### config.mk
export PLATFORM = sky130hd
export DESIGN_NAME = i2c_bus_decoder
export DESIGN_NICKNAME = d
export VERILOG_FILES = /design/src/rtl/i2c_decoder_pkg.sv /design/src/rtl/i2c_evt_fifo.sv /design/src/rtl/i2c_bus_decoder.sv
export SDC_FILE = /design/constraint.sdc
export NUM_CORES = 1
export LEC_CHECK = 0
export ABC_AREA = 1
export BUFFER_PORTS_ARGS = -buffer_cell sky130_fd_sc_hd__clkbuf_2
export CORE_UTILIZATION = 60
export DETAILED_ROUTE_END_ITERATION = 10
export PLACE_DENSITY = 0.82
export SYNTH_ARGS = -nofsm -noshare
export SYNTH_HDL_FRONTEND = slang
export SYNTH_SLANG_ARGS = --single-unit
### constraint.sdc
create_clock -name clk_i -period 2.4 [get_ports clk_i]
set_input_delay 0.36 -clock clk_i [delete_from_list [all_inputs] [get_ports clk_i]]
set_output_delay 0.36 -clock clk_i [all_outputs]
set_load 0.01 [all_outputs]
### src/rtl/i2c_decoder_pkg.sv
// Shared event types for the passive I2C bus decoder and its event FIFO.
`default_nettype none

package i2c_decoder_pkg;

  typedef enum logic [1:0] {
    START  = 2'd0,
    RSTART = 2'd1,
    STOP   = 2'd2,
    BYTE   = 2'd3
  } i2c_evt_type_t;

  typedef struct packed {
    i2c_evt_type_t evt_type;
    logic [7:0]    data;
    logic          ack;
    logic          err;
  } i2c_evt_t;

  typedef enum logic {
    IDLE = 1'b0,
    DATA = 1'b1
  } i2c_state_t;

  localparam int CNT_W = 4;

endpackage

`default_nettype wire

### src/rtl/i2c_evt_fifo.sv
// Synchronous FIFO of decoded I2C events; head is read straight from storage registers.
`default_nettype none

module i2c_evt_fifo
  import i2c_decoder_pkg::*;
#(
  parameter int FIFO_DEPTH = 4
) (
  input  logic     clk,
  input  logic     rst_n,
  input  logic     push,
  input  i2c_evt_t push_data,
  input  logic     pop,
  output i2c_evt_t head,
  output logic     full,
  output logic     empty
);

  localparam int AW = $clog2(FIFO_DEPTH);

  logic [AW:0] wptr;
  logic [AW:0] rptr;
  i2c_evt_t    mem [FIFO_DEPTH];
  logic        do_push;
  logic        do_pop;

  assign empty = (wptr == rptr);
  assign full  = (wptr[AW] != rptr[AW]) && (wptr[AW-1:0] == rptr[AW-1:0]);
  assign do_pop  = pop && !empty;
  // A pop in the same cycle frees the slot, so a push into a full FIFO is still taken.
  assign do_push = push && (!full || do_pop);
  assign head    = mem[rptr[AW-1:0]];

  always_ff @(posedge clk) begin
    if (!rst_n) begin
      wptr <= '0;
      rptr <= '0;
    end else begin
      if (do_push) wptr <= wptr + 1'b1;
      if (do_pop)  rptr <= rptr + 1'b1;
    end
  end

  always_ff @(posedge clk) begin
    if (do_push) mem[wptr[AW-1:0]] <= push_data;
  end

endmodule

`default_nettype wire

### src/rtl/i2c_bus_decoder.sv
// Passive I2C observer: synchronize and filter SCL/SDA, decode START/RSTART/STOP/BYTE
// events and queue them on a valid/ready stream.
`default_nettype none

module i2c_bus_decoder
  import i2c_decoder_pkg::*;
#(
  parameter int FILTER_LEN = 3,
  parameter int FIFO_DEPTH = 4
) (
  input  logic       clk_i,
  input  logic       rst_i,
  input  logic       scl_i,
  input  logic       sda_i,
  output logic       evt_valid_o,
  input  logic       evt_ready_i,
  output logic [1:0] evt_type_o,
  output logic [7:0] evt_data_o,
  output logic       evt_ack_o,
  output logic       evt_err_o,
  output logic       bus_busy_o,
  output logic       overflow_o,
  input  logic       clr_ovf_i
);

  localparam logic [CNT_W-1:0] RELOAD = CNT_W'(FILTER_LEN - 1);

  logic [1:0] raw_line;
  logic [1:0] filt;
  logic [1:0] filt_d;

  assign raw_line = {sda_i, scl_i};

  for (genvar i = 0; i < 2; i++) begin : g_line
    logic             s1;
    logic             s2;
    logic             f;
    logic             fd;
    logic [CNT_W-1:0] cnt;

    always_ff @(posedge clk_i) begin
      if (!rst_i) begin
        s1  <= 1'b1;
        s2  <= 1'b1;
        f   <= 1'b1;
        fd  <= 1'b1;
        cnt <= RELOAD;
      end else begin
        s1 <= raw_line[i];
        s2 <= s1;
        fd <= f;
        if (s2 == f) begin
          cnt <= RELOAD;
        end else if (cnt == '0) begin
          f   <= s2;
          cnt <= RELOAD;
        end else begin
          cnt <= cnt - 4'd1;
        end
      end
    end

    assign filt[i]   = f;
    assign filt_d[i] = fd;
  end

  logic scl;
  logic sda;
  logic scl_rise;
  logic scl_steady_hi;
  logic start_cond;
  logic stop_cond;

  assign scl           = filt[0];
  assign sda           = filt[1];
  assign scl_rise      = scl & ~filt_d[0];
  assign scl_steady_hi = scl & filt_d[0];
  assign start_cond    = ~sda & filt_d[1] & scl_steady_hi;
  assign stop_cond     = sda & ~filt_d[1] & scl_steady_hi;

  i2c_state_t state;
  i2c_state_t state_nxt;
  logic [3:0] bit_cnt;
  logic [3:0] bit_cnt_nxt;
  logic [7:0] shreg;
  logic [7:0] shreg_nxt;
  logic       push_q;
  logic       push_nxt;
  i2c_evt_t   evt_q;
  i2c_evt_t   evt_nxt;
  logic       partial;

  // The SCL rise that sets up a STOP/RSTART has already counted one bit; only more than that is a cut byte.
  assign partial = (bit_cnt > 4'd1);

  always_ff @(posedge clk_i) begin
    if (!rst_i) begin
      state   <= IDLE;
      bit_cnt <= '0;
      shreg   <= '0;
      push_q  <= 1'b0;
      evt_q   <= '0;
    end else begin
      state   <= state_nxt;
      bit_cnt <= bit_cnt_nxt;
      shreg   <= shreg_nxt;
      push_q  <= push_nxt;
      evt_q   <= evt_nxt;
    end
  end

  always_comb begin
    state_nxt   = state;
    bit_cnt_nxt = bit_cnt;
    shreg_nxt   = shreg;
    push_nxt    = 1'b0;
    evt_nxt     = '0;
    unique case (state)
      IDLE: begin
        if (start_cond) begin
          push_nxt         = 1'b1;
          evt_nxt.evt_type = START;
          state_nxt        = DATA;
          bit_cnt_nxt      = '0;
        end
      end
      DATA: begin
        if (start_cond) begin
          push_nxt         = 1'b1;
          evt_nxt.evt_type = RSTART;
          evt_nxt.err      = partial;
          bit_cnt_nxt      = '0;
        end else if (stop_cond) begin
          push_nxt         = 1'b1;
          evt_nxt.evt_type = STOP;
          evt_nxt.err      = partial;
          state_nxt        = IDLE;
          bit_cnt_nxt      = '0;
        end else if (scl_rise) begin
          if (bit_cnt == 4'd8) begin
            push_nxt         = 1'b1;
            evt_nxt.evt_type = BYTE;
            evt_nxt.data     = shreg;
            evt_nxt.ack      = sda;
            bit_cnt_nxt      = '0;
          end else begin
            shreg_nxt   = {shreg[6:0], sda};
            bit_cnt_nxt = bit_cnt + 4'd1;
          end
        end
      end
    endcase
  end

  i2c_evt_t head;
  logic     fifo_full;
  logic     fifo_empty;

  i2c_evt_fifo #(
    .FIFO_DEPTH(FIFO_DEPTH)
  ) u_fifo (
    .clk      (clk_i),
    .rst_n    (rst_i),
    .push     (push_q),
    .push_data(evt_q),
    .pop      (evt_ready_i),
    .head     (head),
    .full     (fifo_full),
    .empty    (fifo_empty)
  );

  always_ff @(posedge clk_i) begin
    if (!rst_i) begin
      overflow_o <= 1'b0;
    end else if (push_q && fifo_full && !evt_ready_i) begin
      overflow_o <= 1'b1;
    end else if (clr_ovf_i) begin
      overflow_o <= 1'b0;
    end
  end

  // Storage is not reset, so the head fields are masked whenever the FIFO is empty.
  assign evt_valid_o = !fifo_empty;
  assign evt_type_o  = evt_valid_o ? head.evt_type : 2'b00;
  assign evt_data_o  = evt_valid_o ? head.data : 8'h00;
  assign evt_ack_o   = evt_valid_o & head.ack;
  assign evt_err_o   = evt_valid_o & head.err;
  assign bus_busy_o  = (state == DATA);

endmodule

`default_nettype wire

; Yosys cells after proc, flatten, opt, wreduce, memory -nomap -nowiden
; Memory sizes are Yosys's and may differ from the RTL's. A register that Yosys moved wholly into a read port is not among the register bits.
; Index checks and enable logic that the tools add are counted.
[op_classes]
mux = 30
n_reduce_logical = 20
eq_ne = 8
bitwise = 19
order_cmp = 1
addsub = 5
[op_table]
columns = cell, n
row1 = 11-bit two-way mux, 2
row2 = 4-bit two-way mux, 5
row3 = 1-bit two-way mux, 13
row4 = 1-bit NOT, 11
row5 = 2-bit two-way mux, 5
row6 = 1-bit AND, 8
row7 = 4-bit zero test, 2
row8 = 8-bit two-way mux, 1
row9 = 4-bit one-hot mux with 2 select lines, 1
row10 = 2-bit AND reduction, 4
row11 = "4-bit by 1-bit subtractor with 4-bit output, second input constant", 2
row12 = "3-bit by 1-bit adder with 3-bit output, second input constant", 2
row13 = 3-bit OR reduction, 2
row14 = 6-bit OR reduction, 1
row15 = 1-bit logical AND, 5
row16 = 5-bit AND reduction, 1
row17 = "4-bit by 1-bit adder with 4-bit output, second input constant", 1
row18 = "4-bit equality test, second input constant", 1
row19 = "4-bit by 1-bit greater-than comparator with 1-bit output, second input constant", 1
row20 = "4-bit inequality test, second input constant", 1
row21 = 1-bit one-hot mux with 2 select lines, 2
row22 = 2-bit one-hot mux with 2 select lines, 1
row23 = 3-bit equality test, 1
row24 = 1-bit zero test, 3
row25 = 6 further kinds, 7
[word_totals]
regBits = 49
n_memories = 1
mem_bits_rw = 48
wordCells = 105
[memory_table]
columns = name, depth, word_bits, read_ports, rd_ports_with_merged_regs, write_ports, line_no
row1 = u_fifo.mem, 4, 12, 1, 1, 1, i2c_evt_fifo.sv:23  ; i2c_evt_t mem [FIFO_DEPTH];

; Longest topological paths before layout
; Gate-level depths: netlist (run 1).
[logic_depth]
depth_word = 7
depth_mapped = 10

; Cells and area by module
; A second synthesis (run 1) with hierarchy kept.
[unflattened]
cells_unflattened = 416
area_unflattened_um2 = 4083.9
[by_module_without_submodules]
columns = mod, instances, cells_each, area_each_um2, seq_area_each_um2
row1 = i2c_evt_fifo, 1, 182, 2232.1, 1601.5
row2 = i2c_bus_decoder, 1, 234, 1851.8, 860.8

; Least setup slack after synthesis (run 1)
; Ideal clock, no wire load.
[synth_path]
path_type = register -> register
from = reg u_fifo.wptr[1]
to = mem u_fifo.mem[0][0] (netlist name), enable pin
stages_incl_launch_ff = 8
setup_time_ns = 0.380
setup_slack_ns = 0.696
required_time_ns = 2.020
arrival_time_ns = 1.324
path_cell_list = dfxtp_1 -> inv_1 -> nand2_1 -> nand2_1 -> nor2_2 -> nand2_1 -> nand2_2 -> nor2_1
[synth_between]
elab_chain_cells = 7
word_cells_on_any_way = 10
cone_classes = 2 x eq/ne / 2 x mux / 6 x reduce/logical
[synth_lines]
columns = element, line_no
row1 = "start, declared", i2c_evt_fifo.sv:21  ; logic [AW:0] wptr;
row2 = "start signal, assigned", i2c_evt_fifo.sv:39  ; if (do_push) wptr <= wptr + 1'b1;
row3 = 3-bit equality test / 2-bit equality test (equally long branches), "i2c_evt_fifo.sv:27, i2c_evt_fifo.sv:28"
row4 = 1-bit zero test / 1-bit logical AND (equally long branches), "i2c_evt_fifo.sv:29, i2c_evt_fifo.sv:28"
row5 = 1-bit logical AND / 1-bit zero test (equally long branches), "i2c_evt_fifo.sv:29, i2c_evt_fifo.sv:31"
row6 = 1-bit logical OR, i2c_evt_fifo.sv:31  ; assign do_push = push && (!full || do_pop);
row7 = 1-bit logical AND, i2c_evt_fifo.sv:31
row8 = 1-bit two-way mux, i2c_evt_fifo.sv:45  ; if (do_push) mem[wptr[AW-1:0]] <= push_data;
row9 = 1-bit two-way mux (implied by the code), i2c_evt_fifo.sv:45
row10 = "end, declared", i2c_evt_fifo.sv:23
; Several ways; a longest one is shown, not always the timed one.

==> impl_results.rst, run 1 <==
.. list-table::
   :header-rows: 1

   * - Metric
     - Value
   * - Post-route design area
     - 4440 µm²
   * - Cell count after synthesis
     - 402
   * - Leakage power total
     - 0.00187 µW
   * - Worst voltage drop across the vdd grid
     - 457 µV
   * - Number of synthesized flops with an enable pin
     - 48
   * - Largest buffer count on any clock path
     - 2
   * - CTS Buf Count
     - 9
   * - Class of the tightest hold or removal check
     - input pin to flip-flop
   * - Setup-failing EPs final
     - 0
   * - Die outline width
     - 83.8 µm
   * - Post-synthesis sequential element count
     - 99
   * - Remaining number of nets flagged by the antenna check after routing
     - 0
   * - Global router's overall resource usage
     - 0.217
   * - Cell area after synthesis
     - 4010 µm²
   * - Share of synthesized flip-flops with an asynchronous set or reset
     - 0
   * - Area grow syn2layout
     - 10.8%
   * - Area contributors post-synth
     - sky130_fd_sc_hd__edfxtp_1, sky130_fd_sc_hd__dfxtp_1, sky130_fd_sc_hd__nand2_1, sky130_fd_sc_hd__nor2_1, sky130_fd_sc_hd__inv_1
   * - Count of cell types in the netlist
     - 30
   * - Summed negative setup slack over all endpoints
     - 0 ns
   * - Proportion of netlist area held by the largest area contributor
     - 0.359
   * - Placement Cell Area
     - 4220 µm²
   * - CTS tree
     - done
   * - Most area-hungry cell type in the Yosys netlist
     - sky130_fd_sc_hd__edfxtp_1
   * - Pwr per Cell Area
     - 776 nW/µm²
   * - Inst Count DP
     - 497
   * - Status
     - finished clean
   * - Final worst-path cycle share
     - 0.912
   * - Average instance area after synthesis
     - 9.98 µm²
   * - Die Footprint
     - 7010 µm²
   * - Wire length of the first global-routing pass
     - 11900 µm
   * - Type of origin of the critical path
     - flip-flop
   * - Ports placed on the boundary
     - 21
   * - Detailed-placement wirelength estimate
     - 4680 µm
   * - Pin count of the biggest net entering global routing
     - 23
   * - Pins Over Slew Limit
     - 0
   * - Clock sink total
     - 99
   * - Clock latency reported for the late side of the worst-skew pair
     - 0.36 ns
   * - Die Span Y
     - 83.8 µm
   * - Initial Util
     - 0.628
   * - Max Fanout on Critical Path
     - 22
   * - Remaining design rule violation count
     - 0
   * - Gr ovfl total
     - 0
   * - Wire per inst
     - 13.6 µm
   * - Max-cap violations
     - 0
   * - Hold Buf Count CTS
     - 0
   * - Post-Layout Cell Count
     - 513
   * - Critical Setup Path Class
     - flip-flop to output port
   * - Kind of end point of the critical path
     - output port
   * - Clock period minus worst slack
     - 2.19 ns
   * - Main flop type after synthesis
     - sky130_fd_sc_hd__dfxtp_1
   * - 1st-iter DRT viols
     - 183
   * - Core area
     - 6390 µm²
   * - Worst-Margin Slew
     - 0.626 ns
   * - Fraction of layout instances using a drive strength above 1
     - 0.163
   * - Total power draw
     - 3450 µW
   * - Count of yosys warnings during synthesis
     - 0
   * - Maximum clock rate
     - 457 MHz
   * - Total via count in the routed design
     - 2701
   * - Maximum clock skew at final layout
     - 0.0114 ns
   * - Global placement routability congestion
     - 0.772
   * - Level count of the clock H-tree
     - 3
   * - Leading cell type by number of instances after synthesis
     - sky130_fd_sc_hd__nand2_1
   * - Sequential fraction of the synthesis area
     - 0.614
   * - Clock slew at reported path FFs
     - 0.10 ns
   * - Worst endpoint data arrival time
     - 1.83 ns
   * - Iteration count of the initial detailed-routing pass
     - 5
   * - Root Buffer Master
     - sky130_fd_sc_hd__clkbuf_8
   * - Required @ worst endpoint
     - 2.04 ns
   * - Number of port buffers
     - 20
   * - Total inserted antenna cells
     - 0
   * - RSZ-0062 raised after global routing
     - false
   * - Count of nets after finishing
     - 448
   * - DRT Wirelength
     - 6960 µm
   * - Ranking of synthesized cells by instance count
     - sky130_fd_sc_hd__nand2_1, sky130_fd_sc_hd__nor2_1, sky130_fd_sc_hd__dfxtp_1, sky130_fd_sc_hd__edfxtp_1, sky130_fd_sc_hd__inv_1
   * - Max transition margin
     - 0.582
   * - Initial antenna violation count
     - 0
   * - Number of global-route vias before repair
     - 2624
   * - Post-Synthesis Net Count
     - 419
   * - Final Hold Viols
     - 0
   * - Hold Worst Slack
     - 0.183 ns
   * - Via density per instance
     - 5.27
   * - Row Count
     - 29
==> cell usage in the layout (no fill, tap or decap), drive strengths merged, types with 2 or more instances in the layout <==
| cell | n |
|---|---|
| nand3 | 15 |
| dfxtp | 51 |
| inv | 53 |
| buf | 9 |
| clkinvlp | 2 |
| o22ai | 12 |
| nand2 | 76 |
| nor2 | 67 |
| nand4 | 5 |
| a21oi | 11 |
| o211ai | 2 |
| edfxtp | 48 |
| mux2i | 12 |
| clkinv | 2 |
| bufinv | 2 |
| or2 | 6 |
| xor2 | 6 |
| clkbuf | 29 |
| o21ai | 12 |
| nor3 | 2 |
| ha | 11 |
==> flip-flops by register name, indices dropped and copies added, names as in the netlist, named ones only <==
signal and flops:
g_line.cnt 8, u_fifo.mem 48, g_line.s1 2, evt_q 12, u_fifo.wptr 3, shreg 8
u_fifo.rptr 3, bit_cnt 4, g_line.f 2, overflow_o 1, bus_busy_o 1, g_line.fd 2
push_q 1, g_line.s2 2
==> per-stage QoR <==
step	util	setup slack [ns]
after floorplan	-	0.696
after global placement	0.660	0.602
after detailed placement	0.660	0.538
after CTS	0.696	0.133
after global routing	0.696	0.0753
final	0.696	0.211
==> worst max-delay path, stage by stage, from the launching register on <==
cell and delay (ns):
sky130_fd_sc_hd__dfxtp_1 0.73, sky130_fd_sc_hd__o21ai_0 0.24, sky130_fd_sc_hd__o22ai_1 0.22, sky130_fd_sc_hd__nand2_1 0.09
sky130_fd_sc_hd__inv_1 0.07, sky130_fd_sc_hd__clkbuf_2 0.12
==> cells by family (layout without fill, tap and decap cells) <==
family	Yosys count	in the layout	share of synthesized area
AND/OR/NAND/NOR	173	173	0.193
flip-flops	99	99	0.614
buffers and inverters	63	97	0.0630
AO/OA/AOI/OAI	38	38	0.0530
multiplexers	12	12	0.0300
adder cells (fa/ha/maj)	11	11	0.0343
XOR/XNOR	6	6	0.0131
==> where the power goes <==
group,internal (µW),switching (µW),total (µW)
Sequential,1790,36.8,1820
Clock,594,583,1180
Combinational,172,275,447
==> path summary, 6_finish.rpt <==
check                    from                to  slack (ns)  cells after the start
max                 flip-flop     evt_data_o[6]        0.21                      5
min                     scl_i      g_line[0].s1        0.18                      2
max reg2reg    u_fifo.wptr[1]  u_fifo.mem[0][4]        0.81                      8
min reg2reg  g_line[0].cnt[0]  g_line[0].cnt[0]        0.42                      1
==> routing by layer <==
| layer | vias to the layer above | routed length, µm | track usage |
|---|---|---|---|
| met5 | - | 0 | 0 |
| met1 | 1239 | 3150 | 0.275 |
| met2 | 76 | 3330 | 0.361 |
| met3 | 17 | 286 | 0.0326 |
| met4 | 0 | 197 | 0.116 |
| li1 | 1369 | - | - |
==> final cells by class <==
type / count / area [µm²]
tap: 77 / 96.3
clock buffer: 9 / 124
timing repair buffer: 29 / 168
fill: 460 / 1940
sequential: 99 / 2460
clock inverter: 7 / 101
multi-input combinational: 240 / 1300
inverter: 52 / 195
==> what timing repair did <==
item | in CTS | in global routing
resized for setup | 0 | 1
setup buffers | 0 | 0
endpoints found under the setup margin | 0 | 9
Power figures use the tool's default switching activity.
==> run 2, diff against run 1 <==
--- a/config.mk
+++ b/config.mk
@@ -6,7 +6,9 @@
 export NUM_CORES = 1
 export LEC_CHECK = 0
 export ABC_AREA = 1
+export ABC_CLOCK_PERIOD_IN_PS = 2400
 export BUFFER_PORTS_ARGS = -buffer_cell sky130_fd_sc_hd__clkbuf_2
+export CORE_ASPECT_RATIO = 0.5
 export CORE_UTILIZATION = 60
 export DETAILED_ROUTE_END_ITERATION = 10
 export PLACE_DENSITY = 0.82
==> run 2 against run 1 <==
  * Critical path depth grew 2
  * Non-clock buffer count fell by 1
  * Core utilization up 2.9 points
  * Sequential power hardly changed
  * Die area grew 0.29%
  * Critical endpoint is now evt_data_o[5]
  * Clock-buffer cell count increased by 3
  * Fmax increased by 2.4%
  * Sequential cell count did not move
  * Via count rose by 0.63%
==> impl_results.rst, run 2 (synthesis results as in run 1) <==
.. list-table::
   :header-rows: 1

   * - Metric
     - Value
   * - Clock latency reported for the late side of the worst-skew pair
     - 0.34 ns (-0.02 ns)
   * - Post-Layout Cell Count
     - 523 (+1.9%)
   * - Status
     - finished clean
   * - Worst-Margin Slew
     - 0.456 ns (-0.170 ns)
   * - Final worst-path cycle share
     - 0.891 (-0.0211)
   * - Ports placed on the boundary
     - 21 (unchanged)
   * - Area grow syn2layout
     - 13.2%
   * - # fillers
     - 428 (-7.0%)
   * - Critical register-to-register path startpoint
     - u_fifo.wptr[1]
   * - Detailed-placement wirelength estimate
     - 4800 µm (+2.5%)
   * - Leakage power total
     - 0.00191 µW (+2.2%)
   * - Count of nets after finishing
     - 447 (-0.22%)
   * - Register-to-register setup slack
     - 0.78 ns (-0.03 ns)
   * - Maximum clock rate
     - 468 MHz (+2.4%)
   * - Worst voltage drop across the vdd grid
     - 383 µV (-16%)
   * - Clock sink total
     - 99 (unchanged)
   * - Post-route core utilization
     - 0.725 (+0.0295)
   * - Summed negative setup slack over all endpoints
     - 0 ns (unchanged)
   * - Die Footprint
     - 7030 µm² (+0.29%)
   * - Final Hold Viols
     - 0 (unchanged)
   * - Maximum clock skew at final layout
     - 0.00851 ns (-0.00292 ns)
   * - Max transition margin
     - 0.696 (+0.114)
   * - Wire per inst
     - 14.1 µm (+3.5%)
   * - Worst endpoint data arrival time
     - 1.78 ns (-0.05 ns)
   * - Type of origin of the critical path
     - flip-flop
   * - Die outline width
     - 118 µm (+40%)
   * - Iteration count of the initial detailed-routing pass
     - 4 (-1)
   * - Number of port buffers
     - 20 (unchanged)
   * - Clock period minus worst slack
     - 2.14 ns (-0.0506 ns)
   * - Number of setup buffers added after CTS
     - 0 (unchanged)
   * - Placement Cell Area
     - 4220 µm² (+0.15%)
   * - Core area
     - 6260 µm² (-2.0%)
   * - Pwr per Cell Area
     - 823 nW/µm² (+6.1%)
   * - Global router's overall resource usage
     - 0.230 (+0.0132)
   * - Remaining design rule violation count
     - 0 (unchanged)
   * - Required @ worst endpoint
     - 2.04 ns (about the same)
   * - Pins Over Slew Limit
     - 0 (unchanged)
   * - Initial antenna violation count
     - 0 (unchanged)
   * - Kind of end point of the critical path
     - output port
   * - Max-cap violations
     - 0 (unchanged)
   * - Number of global-route vias before repair
     - 2660 (+1.4%)
   * - 1st-iter DRT viols
     - 198 (+8.2%)
   * - Total area of multi-input combinational cells
     - 1300 µm² (unchanged)
   * - Wire length of the first global-routing pass
     - 12100 µm (+2.1%)
   * - Class of the tightest hold or removal check
     - input pin to flip-flop
   * - RSZ-0062 raised after global routing
     - false
   * - Die Span Y
     - 59.8 µm (-29%)
   * - Pin count of the biggest net entering global routing
     - 25 (+8.7%)
   * - Inst Count DP
     - 507 (+2.0%)
   * - Initial Util
     - 0.641 (+0.0131)
   * - Logic depth of the worst register-to-register path
     - 8 (unchanged)
   * - Total via count in the routed design
     - 2718 (+0.63%)
   * - CTS Buf Count
     - 9 (unchanged)
   * - Fraction of layout instances using a drive strength above 1
     - 0.159 (-0.00422)
   * - Post-route design area
     - 4540 µm² (+2.1%)
   * - Setup-failing EPs final
     - 0 (unchanged)
   * - Largest buffer count on any clock path
     - 2 (unchanged)
   * - Root Buffer Master
     - sky130_fd_sc_hd__clkbuf_16
   * - Gr ovfl total
     - 0 (unchanged)
   * - Total inserted antenna cells
     - 0 (unchanged)
   * - CTS tree
     - done
   * - Row Count
     - 20 (-31%)
   * - DRT Wirelength
     - 7350 µm (+5.6%)
   * - Remaining number of nets flagged by the antenna check after routing
     - 0 (unchanged)
   * - Critical Setup Path Class
     - flip-flop to output port
   * - Via density per instance
     - 5.20 (-1.3%)
   * - Worst setup path endpoint
     - evt_data_o[5]
   * - Clock slew at reported path FFs
     - 0.07 ns (-0.03 ns)
   * - Area of all sequential standard cells
     - 2460 µm² (unchanged)
   * - Flip-flop count of the largest register after layout
     - 48 (unchanged)
   * - Most frequent standard cell in the layout excluding fill and tap cells
     - sky130_fd_sc_hd__nand2_1
   * - Max Fanout on Critical Path
     - 12 (-45%)
   * - Capturing point of the worst reg2reg path
     - u_fifo.mem[3][3]
   * - Level count of the clock H-tree
     - 3 (unchanged)
   * - Leading cell types in the layout, fill and taps excluded
     - sky130_fd_sc_hd__nand2_1, sky130_fd_sc_hd__nor2_1, sky130_fd_sc_hd__dfxtp_1, sky130_fd_sc_hd__inv_1, sky130_fd_sc_hd__edfxtp_1
   * - Global placement routability congestion
     - 0.811 (+5.1%)
## run 2: through the flow
| step | hold WS (ns) | setup WS, ns | total power (µW) |
|---|---|---|---|
| finish | 0.211 | 0.261 | 3740 |
| global route | 0.209 | 0.157 | 3880 |
| detailed placement | 0.402 | 0.525 | 2310 |
| global placement | 0.396 | 0.610 | 2290 |
| CTS | 0.203 | 0.131 | 3760 |
| floorplan | 0.393 | 0.696 | 2170 |
## run 2: what timing repair did
| action | in CTS | in global routing |
|---|---|---|
| setup endpoints to repair | 0 | 12 |
| hold buffers | 0 | 0 |
| resized for setup | 0 | 1 |
## run 2: cell type report
| cell class | instances | area share |
|---|---|---|
| tap | 88 | 0.0243 |
| timing repair buffer | 28 | 0.0353 |
| multi-input combinational | 240 | 0.286 |
| inverter | 52 | 0.0430 |
| sequential | 99 | 0.543 |
| clock buffer | 12 | 0.0565 |
| clock inverter | 4 | 0.0124 |
## run 2: worst min path at each step
stage,from,to,slack [ns],depth (start not counted)
final,sda_i,g_line[1].s1,0.21,2
after detailed placement,g_line[1].s1,g_line[1].s2,0.40,1
after CTS,sda_i,g_line[1].s1,0.20,2
after global routing,sda_i,g_line[1].s1,0.21,2
after global placement,g_line[0].s1,g_line[0].s2,0.40,1
after floorplan,g_line[0].s1,g_line[0].s2,0.39,1
## run 2: per-layer routing
metal / share of wire / track usage
met4: 0.016 / 0.121
met1: 0.43 / 0.253
met2: 0.50 / 0.421
met3: 0.057 / 0.0677
met5: 0 / 0
## run 2: report_power, final
part / switching (µW) / leakage (µW) / total, µW / internal, µW
Sequential: 24.4 / 0.000830 / 1810 / 1790
Clock: 590 / 0.000153 / 1460 / 872
Combinational: 292 / 0.000931 / 461 / 169
## run 2: worst max-delay path, cell delays in order, from the launching register on
cell,delay [ns]
sky130_fd_sc_hd__dfxtp_1,0.32
sky130_fd_sc_hd__buf_4,0.18
sky130_fd_sc_hd__inv_1,0.36
sky130_fd_sc_hd__nor2_1,0.12
sky130_fd_sc_hd__o22ai_1,0.21
sky130_fd_sc_hd__nand2_1,0.07
sky130_fd_sc_hd__inv_1,0.06
sky130_fd_sc_hd__clkbuf_2,0.12
==> run 3, diff against run 2 <==
--- a/config.mk
+++ b/config.mk
@@ -11,7 +11,7 @@
 export CORE_ASPECT_RATIO = 0.5
 export CORE_UTILIZATION = 60
 export DETAILED_ROUTE_END_ITERATION = 10
-export PLACE_DENSITY = 0.82
+export PLACE_DENSITY = 0.76
 export SYNTH_ARGS = -nofsm -noshare
 export SYNTH_HDL_FRONTEND = slang
 export SYNTH_SLANG_ARGS = --single-unit
==> run 3 against run 2 <==
  * Final cell count shrank 0.38%
  * Highest routed layer unchanged
  * Non-clock buffer count decreased by 2
  * Hold slack worse by 0.0011 ns
  * Sequential share of layout area is 0.70 points higher
  * Via count fell by 4.2%
  * Critical path type unchanged
  * Clock power is 12% lower
==> impl_results.rst, run 3 (synthesis results as in run 1) <==
.. list-table::
   :header-rows: 1

   * - Metric
     - Value
   * - Status
     - finished clean
   * - Pwr per Cell Area
     - 794 nW/µm² (-3.6%)
   * - Flip-flop count of the largest register after layout
     - 48 (unchanged)
   * - Number of port buffers
     - 20 (unchanged)
   * - Pin count of the biggest net entering global routing
     - 25 (unchanged)
   * - Most frequent standard cell in the layout excluding fill and tap cells
     - sky130_fd_sc_hd__nand2_1
   * - Total inserted antenna cells
     - 0 (unchanged)
   * - Highest metal layer with signal wires
     - met4
   * - Clock period minus worst slack
     - 2.13 ns (-0.00616 ns)
   * - Via density per instance
     - 5.00 (-3.8%)
   * - Summed negative setup slack over all endpoints
     - 0 ns (unchanged)
   * - Total power draw
     - 3560 µW (-4.8%)
   * - Leading cell types in the layout, fill and taps excluded
     - sky130_fd_sc_hd__nand2_1, sky130_fd_sc_hd__nor2_1, sky130_fd_sc_hd__dfxtp_1, sky130_fd_sc_hd__inv_1, sky130_fd_sc_hd__edfxtp_1
   * - Global placement routability congestion
     - 0.771 (-4.8%)
   * - Die outline width
     - 118 µm (unchanged)
   * - Wire length of the first global-routing pass
     - 11400 µm (-6.0%)
   * - Post-route core utilization
     - 0.716 (-0.00920)
   * - Metal3 WL
     - 384 µm (-8.4%)
   * - Type of origin of the critical path
     - flip-flop
   * - Initial Util
     - 0.641 (unchanged)
   * - Root Buffer Master
     - sky130_fd_sc_hd__clkbuf_16
   * - Clock sink total
     - 99 (unchanged)
   * - Area grow syn2layout
     - 11.7%
   * - Remaining design rule violation count
     - 0 (unchanged)
   * - Core area
     - 6260 µm² (unchanged)
   * - CTS tree
     - done
   * - Number of global-route vias before repair
     - 2506 (-5.8%)
   * - Max Fanout on Critical Path
     - 18 (+6)
   * - CTS Buf Count
     - 9 (unchanged)
   * - Routed met1 length
     - 3220 µm (+2.2%)
   * - Max transition margin
     - 0.701 (+0.00487)
   * - Worst voltage drop across the vdd grid
     - 477 µV (+24%)
   * - Final Hold Viols
     - 0 (unchanged)
   * - Hold Worst Slack
     - 0.210 ns (-0.00111 ns)
   * - 1st-iter DRT viols
     - 149 (-25%)
   * - Max-cap violations
     - 0 (unchanged)
   * - Final worst-path cycle share
     - 0.889 (-0.00257)
   * - Die Span Y
     - 59.8 µm (unchanged)
   * - Gr ovfl total
     - 0 (unchanged)
   * - Total via count in the routed design
     - 2605 (-4.2%)
   * - Initial antenna violation count
     - 0 (unchanged)
   * - DRT Wirelength
     - 6890 µm (-6.3%)
   * - Critical Setup Path Class
     - flip-flop to output port
   * - Level count of the clock H-tree
     - 3 (unchanged)
   * - Pins Over Slew Limit
     - 0 (unchanged)
   * - Count of nets after finishing
     - 445 (-0.45%)
   * - Worst endpoint data arrival time
     - 1.77 ns (about the same)
   * - Die Footprint
     - 7030 µm² (unchanged)
   * - Detailed-placement wirelength estimate
     - 4550 µm (-5.2%)
   * - Maximum clock rate
     - 469 MHz (+0.29%)
   * - Clock latency reported for the late side of the worst-skew pair
     - 0.34 ns (about the same)
   * - Number of setup buffers added after CTS
     - 0 (unchanged)
   * - Clock slew at reported path FFs
     - 0.06 ns (about the same)
   * - Worst-Margin Slew
     - 0.449 ns (-0.00680 ns)
   * - Required @ worst endpoint
     - 2.04 ns (about the same)
   * - Leakage power total
     - 0.00188 µW (-2.0%)
   * - Class of the tightest hold or removal check
     - input pin to flip-flop
   * - Ports placed on the boundary
     - 21 (unchanged)
   * - Global router's overall resource usage
     - 0.219 (-0.0116)
   * - Fraction of layout instances using a drive strength above 1
     - 0.152 (-0.00620)
   * - Kind of end point of the critical path
     - output port
   * - Iteration count of the initial detailed-routing pass
     - 4 (unchanged)
   * - Largest buffer count on any clock path
     - 2 (unchanged)
   * - Hold Buf Count CTS
     - 0 (unchanged)
   * - Maximum clock skew at final layout
     - 0.00523 ns (-0.00327 ns)
   * - RSZ-0062 raised after global routing
     - false
   * - Wire per inst
     - 13.2 µm (-6.0%)
   * - Row Count
     - 20 (unchanged)
   * - Setup-failing EPs final
     - 0 (unchanged)
   * - Met2 WL
     - 3190 µm (-13%)
   * - Remaining number of nets flagged by the antenna check after routing
     - 0 (unchanged)
-- run 3: cell type report --
| cell class | instances | area [µm²] |
|---|---|---|
| Clock inverter | 5 | 37.5 |
| Inverter | 52 | 195 |
| Fill cell | 458 | 1780 |
| Timing Repair Buffer | 26 | 145 |
| Sequential cell | 99 | 2460 |
| Multi-Input combinational cell | 240 | 1300 |
| Clock buffer | 11 | 233 |
| Tap cell | 88 | 110 |
-- run 3: routing by layer --
metal  vias to the layer above  global-route usage
li1                       1357                   -
met1                      1184               0.261
met2                        56               0.366
met3                         8              0.0706
met4                         0               0.115
met5                         -                   0
-- run 3: where the power goes --
part,switching (µW),internal [µW]
registers,31.9,1790
clock network,583,706
logic,283,164
-- run 3: worst paths after layout --
path / slack (ns) / cells after the start / end / from
min: 0.21 / 2 / g_line[0].s1 / scl_i
max reg2reg: 0.78 / 9 / flip-flop / u_fifo.wptr[1]
min reg2reg: 0.41 / 1 / g_line[0].cnt[0] / g_line[0].cnt[0]
max: 0.27 / 6 / evt_ack_o / flip-flop
-- run 3: worst max-delay path: stages (launching register included) --
cell and delay [ns]:
sky130_fd_sc_hd__dfxtp_1 0.54, sky130_fd_sc_hd__buf_4 0.34, sky130_fd_sc_hd__o21ai_0 0.13, sky130_fd_sc_hd__o22ai_1 0.18, sky130_fd_sc_hd__nand2_1 0.07, sky130_fd_sc_hd__inv_1 0.06
sky130_fd_sc_hd__clkbuf_2 0.12
-- run 3: per-stage QoR --
| step | worst slack, ns | cells | instance area (µm²) |
|---|---|---|---|
| floorplan | 0.696 | 402 | 4010 |
| global placement | 0.627 | 505 | 4210 |
| detailed placement | 0.473 | 505 | 4210 |
| CTS | 0.103 | 521 | 4480 |
| global route | 0.149 | 521 | 4480 |
| finish | 0.267 | 521 | 4480 |
-- run 3: repair_timing --
| item | in CTS | in global routing |
|---|---|---|
| endpoints found under the hold margin | 0 | 0 |
| endpoints found under the setup margin | 0 | 12 |
| resized for setup | 0 | 1 |
